`src/rtl/lsu_axi_align_if.sv`:
```
// lsu_axi_align_if: request, writeback and AXI-Lite master bundle for lsu_axi_align.
//   master modport : the LSU side (accepts requests, drives the AXI-Lite master channels).
//   slave modport  : the environment side (pipeline plus AXI-Lite slave).
//   Request: m_valid_i/m_ready_o, ren_i, wen_i, size_i, is_signed_i, addr_i, wdata_i.
//   Result : wb_valid_o/wb_ready_i, rdata_o, err_o, misalign_o.
//   AXI    : AR, R, AW, W and B channels, prefixed mst_.
interface lsu_axi_align_if #(
  parameter int XLEN   = 32,
  parameter int ADDR_W = 32,
  parameter int DATA_W = XLEN
) ();
  logic                  m_valid_i;
  logic                  m_ready_o;
  logic                  ren_i;
  logic                  wen_i;
  logic [1:0]            size_i;
  logic                  is_signed_i;
  logic [ADDR_W-1:0]     addr_i;
  logic [XLEN-1:0]       wdata_i;

  logic                  wb_valid_o;
  logic                  wb_ready_i;
  logic [XLEN-1:0]       rdata_o;
  logic                  err_o;
  logic                  misalign_o;

  logic                  mst_ar_valid_o;
  logic [ADDR_W-1:0]     mst_ar_addr_o;
  logic                  mst_ar_ready_i;
  logic                  mst_r_valid_i;
  logic [DATA_W-1:0]     mst_r_data_i;
  logic [1:0]            mst_r_resp_i;
  logic                  mst_r_ready_o;
  logic                  mst_aw_valid_o;
  logic [ADDR_W-1:0]     mst_aw_addr_o;
  logic                  mst_aw_ready_i;
  logic                  mst_w_valid_o;
  logic [DATA_W-1:0]     mst_w_data_o;
  logic [DATA_W/8-1:0]   mst_w_strb_o;
  logic                  mst_w_ready_i;
  logic                  mst_b_valid_i;
  logic [1:0]            mst_b_resp_i;
  logic                  mst_b_ready_o;

  modport master (
    input  m_valid_i, ren_i, wen_i, size_i, is_signed_i, addr_i, wdata_i, wb_ready_i,
           mst_ar_ready_i, mst_r_valid_i, mst_r_data_i, mst_r_resp_i,
           mst_aw_ready_i, mst_w_ready_i, mst_b_valid_i, mst_b_resp_i,
    output m_ready_o, wb_valid_o, rdata_o, err_o, misalign_o,
           mst_ar_valid_o, mst_ar_addr_o, mst_r_ready_o,
           mst_aw_valid_o, mst_aw_addr_o, mst_w_valid_o, mst_w_data_o, mst_w_strb_o,
           mst_b_ready_o
  );

  modport slave (
    output m_valid_i, ren_i, wen_i, size_i, is_signed_i, addr_i, wdata_i, wb_ready_i,
           mst_ar_ready_i, mst_r_valid_i, mst_r_data_i, mst_r_resp_i,
           mst_aw_ready_i, mst_w_ready_i, mst_b_valid_i, mst_b_resp_i,
    input  m_ready_o, wb_valid_o, rdata_o, err_o, misalign_o,
           mst_ar_valid_o, mst_ar_addr_o, mst_r_ready_o,
           mst_aw_valid_o, mst_aw_addr_o, mst_w_valid_o, mst_w_data_o, mst_w_strb_o,
           mst_b_ready_o
  );
endinterface

```
`src/rtl/lsu_axi_align.sv`:
```
// lsu_axi_align: AXI-Lite load/store unit for the memory stage.
//   Accepts one request per handshake, aligns store data/strobes to the bus lanes,
//   issues AW and W concurrently, extracts and sign/zero-extends load data, flags
//   misaligned accesses and bus errors, and holds the result under wb backpressure.
// Ports:
//   clk_i : clock
//   rst_i : synchronous active-high reset
//   bus   : lsu_axi_align_if.master (request, writeback result, AXI-Lite master channels)
module lsu_axi_align #(
  parameter int XLEN   = 32,
  parameter int ADDR_W = 32,
  parameter int DATA_W = XLEN
) (
  input  logic                  clk_i,
  input  logic                  rst_i,
  lsu_axi_align_if.master       bus
);
  localparam int STRB_W = DATA_W / 8;
  localparam int OFF_W  = $clog2(STRB_W);

  typedef enum logic [2:0] {ST_IDLE, ST_AR, ST_R, ST_AWW, ST_B, ST_WB} state_t;

  state_t              state_reg;
  logic [ADDR_W-1:0]   addr_reg;
  logic [1:0]          size_reg;
  logic                signed_reg;
  logic [XLEN-1:0]     wdata_reg;
  logic                ren_reg;
  logic                wen_reg;
  logic                aw_done_reg;
  logic                w_done_reg;
  logic [XLEN-1:0]     rdata_reg;
  logic                err_reg;
  logic                misalign_reg;

  logic                accept;
  logic [2:0]          align_mask;
  logic                misalign_in;
  logic                ar_hs, r_hs, aw_hs, w_hs, b_hs;
  logic                r_fault, b_fault;
  logic [OFF_W-1:0]    off;
  logic [STRB_W-1:0]   strb_base;
  logic [XLEN-1:0]     shifted;
  logic [XLEN-1:0]     keep;
  logic                sign_bit;
  logic [XLEN-1:0]     ext;

  assign accept = bus.m_valid_i & (state_reg == ST_IDLE);

  // Misalignment is decided from the live request at acceptance so a bad access
  // reaches WB one cycle later without touching the bus. A dword on a 32-bit core
  // is illegal and reported the same way.
  always_comb begin
    align_mask = 3'd0;
    case (bus.size_i)
      2'd0:    align_mask = 3'd0;
      2'd1:    align_mask = 3'd1;
      2'd2:    align_mask = 3'd3;
      default: align_mask = 3'd7;
    endcase
  end

  assign misalign_in = (bus.ren_i | bus.wen_i) &
                       ((|(bus.addr_i[2:0] & align_mask)) | ((bus.size_i == 2'd3) && (XLEN == 32)));

  assign ar_hs = bus.mst_ar_valid_o & bus.mst_ar_ready_i;
  assign r_hs  = bus.mst_r_ready_o  & bus.mst_r_valid_i;
  assign aw_hs = bus.mst_aw_valid_o & bus.mst_aw_ready_i;
  assign w_hs  = bus.mst_w_valid_o  & bus.mst_w_ready_i;
  assign b_hs  = bus.mst_b_ready_o  & bus.mst_b_valid_i;

  // SLVERR (10) and DECERR (11) are faults; OKAY/EXOKAY are not.
  assign r_fault = (bus.mst_r_resp_i == 2'b10) || (bus.mst_r_resp_i == 2'b11);
  assign b_fault = (bus.mst_b_resp_i == 2'b10) || (bus.mst_b_resp_i == 2'b11);

  assign off = addr_reg[OFF_W-1:0];

  // Store lane alignment: data and a (1<<size)-byte strobe shifted up by the lane offset.
  always_comb begin
    strb_base = '0;
    for (int i = 0; i < STRB_W; i++) begin
      strb_base[i] = (32'(i) < (32'd1 << size_reg));
    end
  end

  // Load extraction: bring the addressed lanes to bit 0, keep 8<<size bits and
  // fill the rest with the sign bit or zeros.
  assign shifted = bus.mst_r_data_i >> {off, 3'b000};

  always_comb begin
    keep = '0;
    for (int i = 0; i < XLEN; i++) begin
      keep[i] = (32'(i) < (32'd8 << size_reg));
    end
  end

  always_comb begin
    sign_bit = shifted[XLEN-1];
    case (size_reg)
      2'd0:    sign_bit = shifted[7];
      2'd1:    sign_bit = shifted[15];
      2'd2:    sign_bit = shifted[31];
      default: sign_bit = shifted[XLEN-1];
    endcase
  end

  assign ext = (shifted & keep) | ({XLEN{signed_reg & sign_bit}} & ~keep);

  always_ff @(posedge clk_i) begin
    if (rst_i) begin
      state_reg    <= ST_IDLE;
      addr_reg     <= '0;
      size_reg     <= '0;
      signed_reg   <= 1'b0;
      wdata_reg    <= '0;
      ren_reg      <= 1'b0;
      wen_reg      <= 1'b0;
      aw_done_reg  <= 1'b0;
      w_done_reg   <= 1'b0;
      rdata_reg    <= '0;
      err_reg      <= 1'b0;
      misalign_reg <= 1'b0;
    end else begin
      case (state_reg)
        ST_IDLE: begin
          if (accept) begin
            addr_reg     <= bus.addr_i;
            size_reg     <= bus.size_i;
            signed_reg   <= bus.is_signed_i;
            wdata_reg    <= bus.wdata_i;
            ren_reg      <= bus.ren_i;
            wen_reg      <= bus.wen_i;
            rdata_reg    <= '0;
            err_reg      <= misalign_in;
            misalign_reg <= misalign_in;
            if (misalign_in)      state_reg <= ST_WB;
            else if (bus.ren_i)   state_reg <= ST_AR;
            else if (bus.wen_i)   state_reg <= ST_AWW;
            else                  state_reg <= ST_WB;
          end
        end
        ST_AR: begin
          if (ar_hs) state_reg <= ST_R;
        end
        ST_R: begin
          if (r_hs) begin
            rdata_reg <= (ren_reg & ~r_fault) ? ext : '0;
            err_reg   <= r_fault;
            state_reg <= ST_WB;
          end
        end
        ST_AWW: begin
          if (aw_hs) aw_done_reg <= 1'b1;
          if (w_hs)  w_done_reg  <= 1'b1;
          if ((aw_done_reg | aw_hs) & (w_done_reg | w_hs)) begin
            aw_done_reg <= 1'b0;
            w_done_reg  <= 1'b0;
            state_reg   <= ST_B;
          end
        end
        ST_B: begin
          if (b_hs) begin
            err_reg   <= wen_reg & b_fault;
            state_reg <= ST_WB;
          end
        end
        ST_WB: begin
          if (bus.wb_ready_i) state_reg <= ST_IDLE;
        end
        default: state_reg <= ST_IDLE;
      endcase
    end
  end

  assign bus.m_ready_o      = (state_reg == ST_IDLE);
  assign bus.wb_valid_o     = (state_reg == ST_WB);
  assign bus.rdata_o        = rdata_reg;
  assign bus.err_o          = err_reg;
  assign bus.misalign_o     = misalign_reg;

  assign bus.mst_ar_valid_o = (state_reg == ST_AR);
  assign bus.mst_ar_addr_o  = addr_reg;
  assign bus.mst_r_ready_o  = (state_reg == ST_R);
  assign bus.mst_aw_valid_o = (state_reg == ST_AWW) & ~aw_done_reg;
  assign bus.mst_aw_addr_o  = addr_reg;
  assign bus.mst_w_valid_o  = (state_reg == ST_AWW) & ~w_done_reg;
  assign bus.mst_w_data_o   = wdata_reg << {off, 3'b000};
  assign bus.mst_w_strb_o   = strb_base << off;
  assign bus.mst_b_ready_o  = (state_reg == ST_B);
endmodule

```
`src/flat_wrapper.sv`:
```
// flat-port wrapper written by rule: the top's interface ports become plain ports
module lsu_axi_align_flat 
#(
  parameter int XLEN   = 32,
  parameter int ADDR_W = 32,
  parameter int DATA_W = XLEN
)
  (clk_i, rst_i, bus_m_valid_i, bus_ren_i, bus_wen_i, bus_size_i, bus_is_signed_i, bus_addr_i, bus_wdata_i, bus_wb_ready_i, bus_mst_ar_ready_i, bus_mst_r_valid_i, bus_mst_r_data_i, bus_mst_r_resp_i, bus_mst_aw_ready_i, bus_mst_w_ready_i, bus_mst_b_valid_i, bus_mst_b_resp_i, bus_m_ready_o, bus_wb_valid_o, bus_rdata_o, bus_err_o, bus_misalign_o, bus_mst_ar_valid_o, bus_mst_ar_addr_o, bus_mst_r_ready_o, bus_mst_aw_valid_o, bus_mst_aw_addr_o, bus_mst_w_valid_o, bus_mst_w_data_o, bus_mst_w_strb_o, bus_mst_b_ready_o);
  lsu_axi_align_if #(.XLEN(XLEN), .ADDR_W(ADDR_W), .DATA_W(DATA_W)) bus_i ();
  input  logic clk_i;
  input  logic rst_i;
  input wire logic [$bits(bus_i.m_valid_i)-1:0] bus_m_valid_i;
  input wire logic [$bits(bus_i.ren_i)-1:0] bus_ren_i;
  input wire logic [$bits(bus_i.wen_i)-1:0] bus_wen_i;
  input wire logic [$bits(bus_i.size_i)-1:0] bus_size_i;
  input wire logic [$bits(bus_i.is_signed_i)-1:0] bus_is_signed_i;
  input wire logic [$bits(bus_i.addr_i)-1:0] bus_addr_i;
  input wire logic [$bits(bus_i.wdata_i)-1:0] bus_wdata_i;
  input wire logic [$bits(bus_i.wb_ready_i)-1:0] bus_wb_ready_i;
  input wire logic [$bits(bus_i.mst_ar_ready_i)-1:0] bus_mst_ar_ready_i;
  input wire logic [$bits(bus_i.mst_r_valid_i)-1:0] bus_mst_r_valid_i;
  input wire logic [$bits(bus_i.mst_r_data_i)-1:0] bus_mst_r_data_i;
  input wire logic [$bits(bus_i.mst_r_resp_i)-1:0] bus_mst_r_resp_i;
  input wire logic [$bits(bus_i.mst_aw_ready_i)-1:0] bus_mst_aw_ready_i;
  input wire logic [$bits(bus_i.mst_w_ready_i)-1:0] bus_mst_w_ready_i;
  input wire logic [$bits(bus_i.mst_b_valid_i)-1:0] bus_mst_b_valid_i;
  input wire logic [$bits(bus_i.mst_b_resp_i)-1:0] bus_mst_b_resp_i;
  output wire logic [$bits(bus_i.m_ready_o)-1:0] bus_m_ready_o;
  output wire logic [$bits(bus_i.wb_valid_o)-1:0] bus_wb_valid_o;
  output wire logic [$bits(bus_i.rdata_o)-1:0] bus_rdata_o;
  output wire logic [$bits(bus_i.err_o)-1:0] bus_err_o;
  output wire logic [$bits(bus_i.misalign_o)-1:0] bus_misalign_o;
  output wire logic [$bits(bus_i.mst_ar_valid_o)-1:0] bus_mst_ar_valid_o;
  output wire logic [$bits(bus_i.mst_ar_addr_o)-1:0] bus_mst_ar_addr_o;
  output wire logic [$bits(bus_i.mst_r_ready_o)-1:0] bus_mst_r_ready_o;
  output wire logic [$bits(bus_i.mst_aw_valid_o)-1:0] bus_mst_aw_valid_o;
  output wire logic [$bits(bus_i.mst_aw_addr_o)-1:0] bus_mst_aw_addr_o;
  output wire logic [$bits(bus_i.mst_w_valid_o)-1:0] bus_mst_w_valid_o;
  output wire logic [$bits(bus_i.mst_w_data_o)-1:0] bus_mst_w_data_o;
  output wire logic [$bits(bus_i.mst_w_strb_o)-1:0] bus_mst_w_strb_o;
  output wire logic [$bits(bus_i.mst_b_ready_o)-1:0] bus_mst_b_ready_o;
  assign bus_i.m_valid_i = bus_m_valid_i;
  assign bus_i.ren_i = bus_ren_i;
  assign bus_i.wen_i = bus_wen_i;
  assign bus_i.size_i = bus_size_i;
  assign bus_i.is_signed_i = bus_is_signed_i;
  assign bus_i.addr_i = bus_addr_i;
  assign bus_i.wdata_i = bus_wdata_i;
  assign bus_i.wb_ready_i = bus_wb_ready_i;
  assign bus_i.mst_ar_ready_i = bus_mst_ar_ready_i;
  assign bus_i.mst_r_valid_i = bus_mst_r_valid_i;
  assign bus_i.mst_r_data_i = bus_mst_r_data_i;
  assign bus_i.mst_r_resp_i = bus_mst_r_resp_i;
  assign bus_i.mst_aw_ready_i = bus_mst_aw_ready_i;
  assign bus_i.mst_w_ready_i = bus_mst_w_ready_i;
  assign bus_i.mst_b_valid_i = bus_mst_b_valid_i;
  assign bus_i.mst_b_resp_i = bus_mst_b_resp_i;
  assign bus_m_ready_o = bus_i.m_ready_o;
  assign bus_wb_valid_o = bus_i.wb_valid_o;
  assign bus_rdata_o = bus_i.rdata_o;
  assign bus_err_o = bus_i.err_o;
  assign bus_misalign_o = bus_i.misalign_o;
  assign bus_mst_ar_valid_o = bus_i.mst_ar_valid_o;
  assign bus_mst_ar_addr_o = bus_i.mst_ar_addr_o;
  assign bus_mst_r_ready_o = bus_i.mst_r_ready_o;
  assign bus_mst_aw_valid_o = bus_i.mst_aw_valid_o;
  assign bus_mst_aw_addr_o = bus_i.mst_aw_addr_o;
  assign bus_mst_w_valid_o = bus_i.mst_w_valid_o;
  assign bus_mst_w_data_o = bus_i.mst_w_data_o;
  assign bus_mst_w_strb_o = bus_i.mst_w_strb_o;
  assign bus_mst_b_ready_o = bus_i.mst_b_ready_o;
  lsu_axi_align #(.XLEN(XLEN), .ADDR_W(ADDR_W), .DATA_W(DATA_W)) u_core (.clk_i(clk_i), .rst_i(rst_i), .bus(bus_i));
endmodule
```
`config.mk`:
```
export PLATFORM = sky130hd
export DESIGN_NAME = lsu_axi_align_flat
export DESIGN_NICKNAME = d
export VERILOG_FILES = /design/src/rtl/lsu_axi_align_if.sv /design/src/rtl/lsu_axi_align.sv /design/src/flat_wrapper.sv
export SDC_FILE = /design/constraint.sdc
export NUM_CORES = 1
export LEC_CHECK = 0
export BUFFER_PORTS_ARGS = -buffer_cell sky130_fd_sc_hd__buf_4
export CAP_MARGIN = 20
export CORE_MARGIN = 5
export CORE_UTILIZATION = 42
export DETAILED_ROUTE_END_ITERATION = 12
export GPL_TIMING_DRIVEN = 0
export MAX_ROUTING_LAYER = met4
export PLACE_DENSITY = 0.81
export SLEW_MARGIN = 20
export SYNTH_ARGS = -nofsm -noshare
export SYNTH_HDL_FRONTEND = slang
export SYNTH_SLANG_ARGS = --single-unit
```
`constraint.sdc`:
```
create_clock -name clk_i -period 1.7 [get_ports clk_i]
set_clock_uncertainty 0.1 [all_clocks]
set_input_delay 0.34 -clock clk_i [delete_from_list [all_inputs] [get_ports clk_i]]
set_output_delay 0.34 -clock clk_i [all_outputs]
set_load 0.02 [all_outputs]
```
==> run metrics <==
status=finished with violations; failing checks=setup timing; die width=122 um; Fin. Hold Viols=0; first-pass GRT wire length=31900 um; Setup crit start kind=flop; Period Utilization, post-route=129%; Final Max Tran Viols=0; num rows=41; CP endpoint kind=output port; Power, Total=12500 uW; Worst IR Drop VDD=0.886 mV; Clock Latency Late Sink=0.35 ns; Leak Pwr=around 0.0040 uW; clk slew on worst S/H paths=0.07 ns; vias per cell=roughly 5.4; CTS buffer count=9; Worst Tran Pin Value=0.805 ns; Seq/Total Area, Yosys=roughly 41%; CTS Root Cell=clkbuf_16; fin cells=1134; Hold WS=0.127 ns; Gate Count Post-Synth=655; I/O pin cnt=255; IO Port Bufs=252; drt first pass iters=5; reg2reg setup slack=-0.33 ns; Placer Congestion=between 0.9 and 1; unrepaired setup endpoints after global routing=yes; syn_area_per_cell=8.06 um2; WP data arrival=~1.8 ns; CP required=around 1.3 ns; gr usage total=28.5%; final setup vio count=72; final wirelength=21500 um; Pwr Density=1350 nW/um2; Die Span Y=122 um; Bufs on Longest Clock Path=2; slack of the critical path=-0.494 ns; number of global-route vias before repair=between 6000 and 7000; routed length per placed instance=roughly 19 um; yosys warns=0; # diodes=0; MaxCap Viol Count=0; largest net degree at the start of global routing=20; die area=14900 um2; TritonCTS clock tree=done; Synth Register Bits=108; unique cell type count in the Yosys netlist=47; fin nets=1071; Worst slew margin=46.2%; Area Growth Syn to Fin=75.4%; Vias=about 6100; synthesized cell area=between 5000 and 6000 um2; Inst Count DP=1079; Num Clock Sinks=about 110; worst hold path type=in -> reg; multi-input logic area=between 3000 and 4000 um2; Primary FF master, synth=dfxtp_1; Post-Syn Nets=between 700 and 800; f_max=456 MHz; fill count=approximately 910; minimum clock period=2.19 ns; Setup WS pre-CTS=-0.547 ns; Post-DRT Antenna Nets=0; Initial Util=42.4%; share of post-route cells with drive strength above 1=51.1%; Worst Path Max Fanout=5; async set or reset register ratio after synthesis=0%; most frequent cells in the layout=278 x buf_4, 158 x nand2_1, 103 x dfxtp_1; DRC=0; number of enable flip-flop cells after synthesis=0; Core Area=12500 um2; register area=about 2200 um2; commonest non-fill, non-tap cell in the layout=buf_4; kind of critical path=reg -> out; maximum level of the CTS H-tree=3; global route overflow=0; Post-DP HPWL=about 15000 um; initial drt markers=469; initial antenna violation count=0
worst paths after layout:
| kind | endpoint | cells after the start | start |
|---|---|---|---|
| max | bus_mst_w_data_o[30] | 7 | u_core.bus.mst_ar_addr_o[1]$_SDFFE_PP0P_ |
| min | u_core.bus.mst_ar_addr_o[7]$_SDFFE_PP0P_ | 3 | bus_addr_i[7] |
| max reg2reg | u_core.bus.rdata_o[16]$_SDFFE_PP0P_ | 7 | u_core.bus.mst_ar_addr_o[1]$_SDFFE_PP0P_ |
| min reg2reg | u_core.wdata_reg[25]$_SDFFE_PP0P_ | 2 | u_core.wdata_reg[25]$_SDFFE_PP0P_ |
cells in the mapped netlist (2+ instances only):
library cell  instances  area share [%]
o21ai_0              16             1.5
and2_1               11             1.3
buf_6                 5             1.1
buf_4                35             5.0
mux2_2                9             1.9
a221o_1               8             1.5
nor2b_1              20             2.4
buf_2                16             1.5
nor3b_1               2            0.28
clkbuf_1             27             1.9
buf_1                 2            0.14
nand2_1             162              12
o2bb2ai_1             8             1.3
mux2i_1              26             4.9
a211oi_1              8             1.1
nor3_1                7            0.66
a22o_1                8             1.3
nor2_1               31             2.2
a211o_1               7             1.2
nand2b_1              3            0.36
a22oi_1               3            0.43
dfxtp_1             108              41
a21oi_1              95             9.0
a32oi_1              15             2.5
kinds of logic (layout without fill, tap and decap cells):
| family | after synthesis | after routing | share of synthesized area (%) |
|---|---|---|---|
| buffers and inverters | 86 | 393 | 9.69 |
| xor gates and xnor gates | 1 | 1 | 0.166 |
| DFF | 108 | 108 | 40.9 |
| and+or+nand+nor | 245 | 245 | 20.2 |
| muxes | 36 | 36 | 7.27 |
| AOI/OAI and AO/OA | 179 | 179 | 21.8 |
critical path, stage by stage (launching register included):
cell and delay (ns):
dfxtp_4 0.37, buf_8 0.12, buf_12 0.12, buf_12 0.13
buf_12 0.14, mux2i_4 0.21, a21oi_4 0.18, buf_6 0.13
layout make-up:
type | instances | area share (%)
multi-input combinational | 461 | 36.0
timing repair buffer | 296 | 26.6
sequential | 108 | 23.5
buffer | 80 | 8.09
clock buffer | 10 | 2.47
tap | 172 | 2.32
clock inverter | 6 | 0.932
inverter | 1 | 0.0405
routing by layer:
metal  global-route usage [%]  wire, um  vias to the layer above
li1                         -         -                     2848
met1                     34.5      8500                     2908
met2                     47.3     10800                      298
met3                     5.80      1620                       50
met4                     9.73       643                        0
met5                        -         0                        -
stage by stage:
stage,setup TNS (ns),util [%],area [um2]
2_1_floorplan,-2.90,-,5790
3_3_place_gp,-15.07,63.3,7900
3_5_place_dp,-18.67,63.3,7900
4_1_cts,-18.03,71.4,8900
5_1_grt,-23.34,74.3,9260
6_report,-20.04,74.3,9260
where the power goes:
group	internal, uW	switching, uW	leakage, uW
clock network	1290	964	0.000153
registers	2920	435	0.000883
logic	3270	3600	0.00293
timing repair:
action	4_1_cts	5_1_grt
setup buffers	22	23
hold buffers	0	0
gates cloned	3	1
setup endpoints to repair	140	142
endpoints found under the hold margin	0	0
gates resized for setup	117	73
pin swaps	23	19
Power figures use the tool's default switching activity.
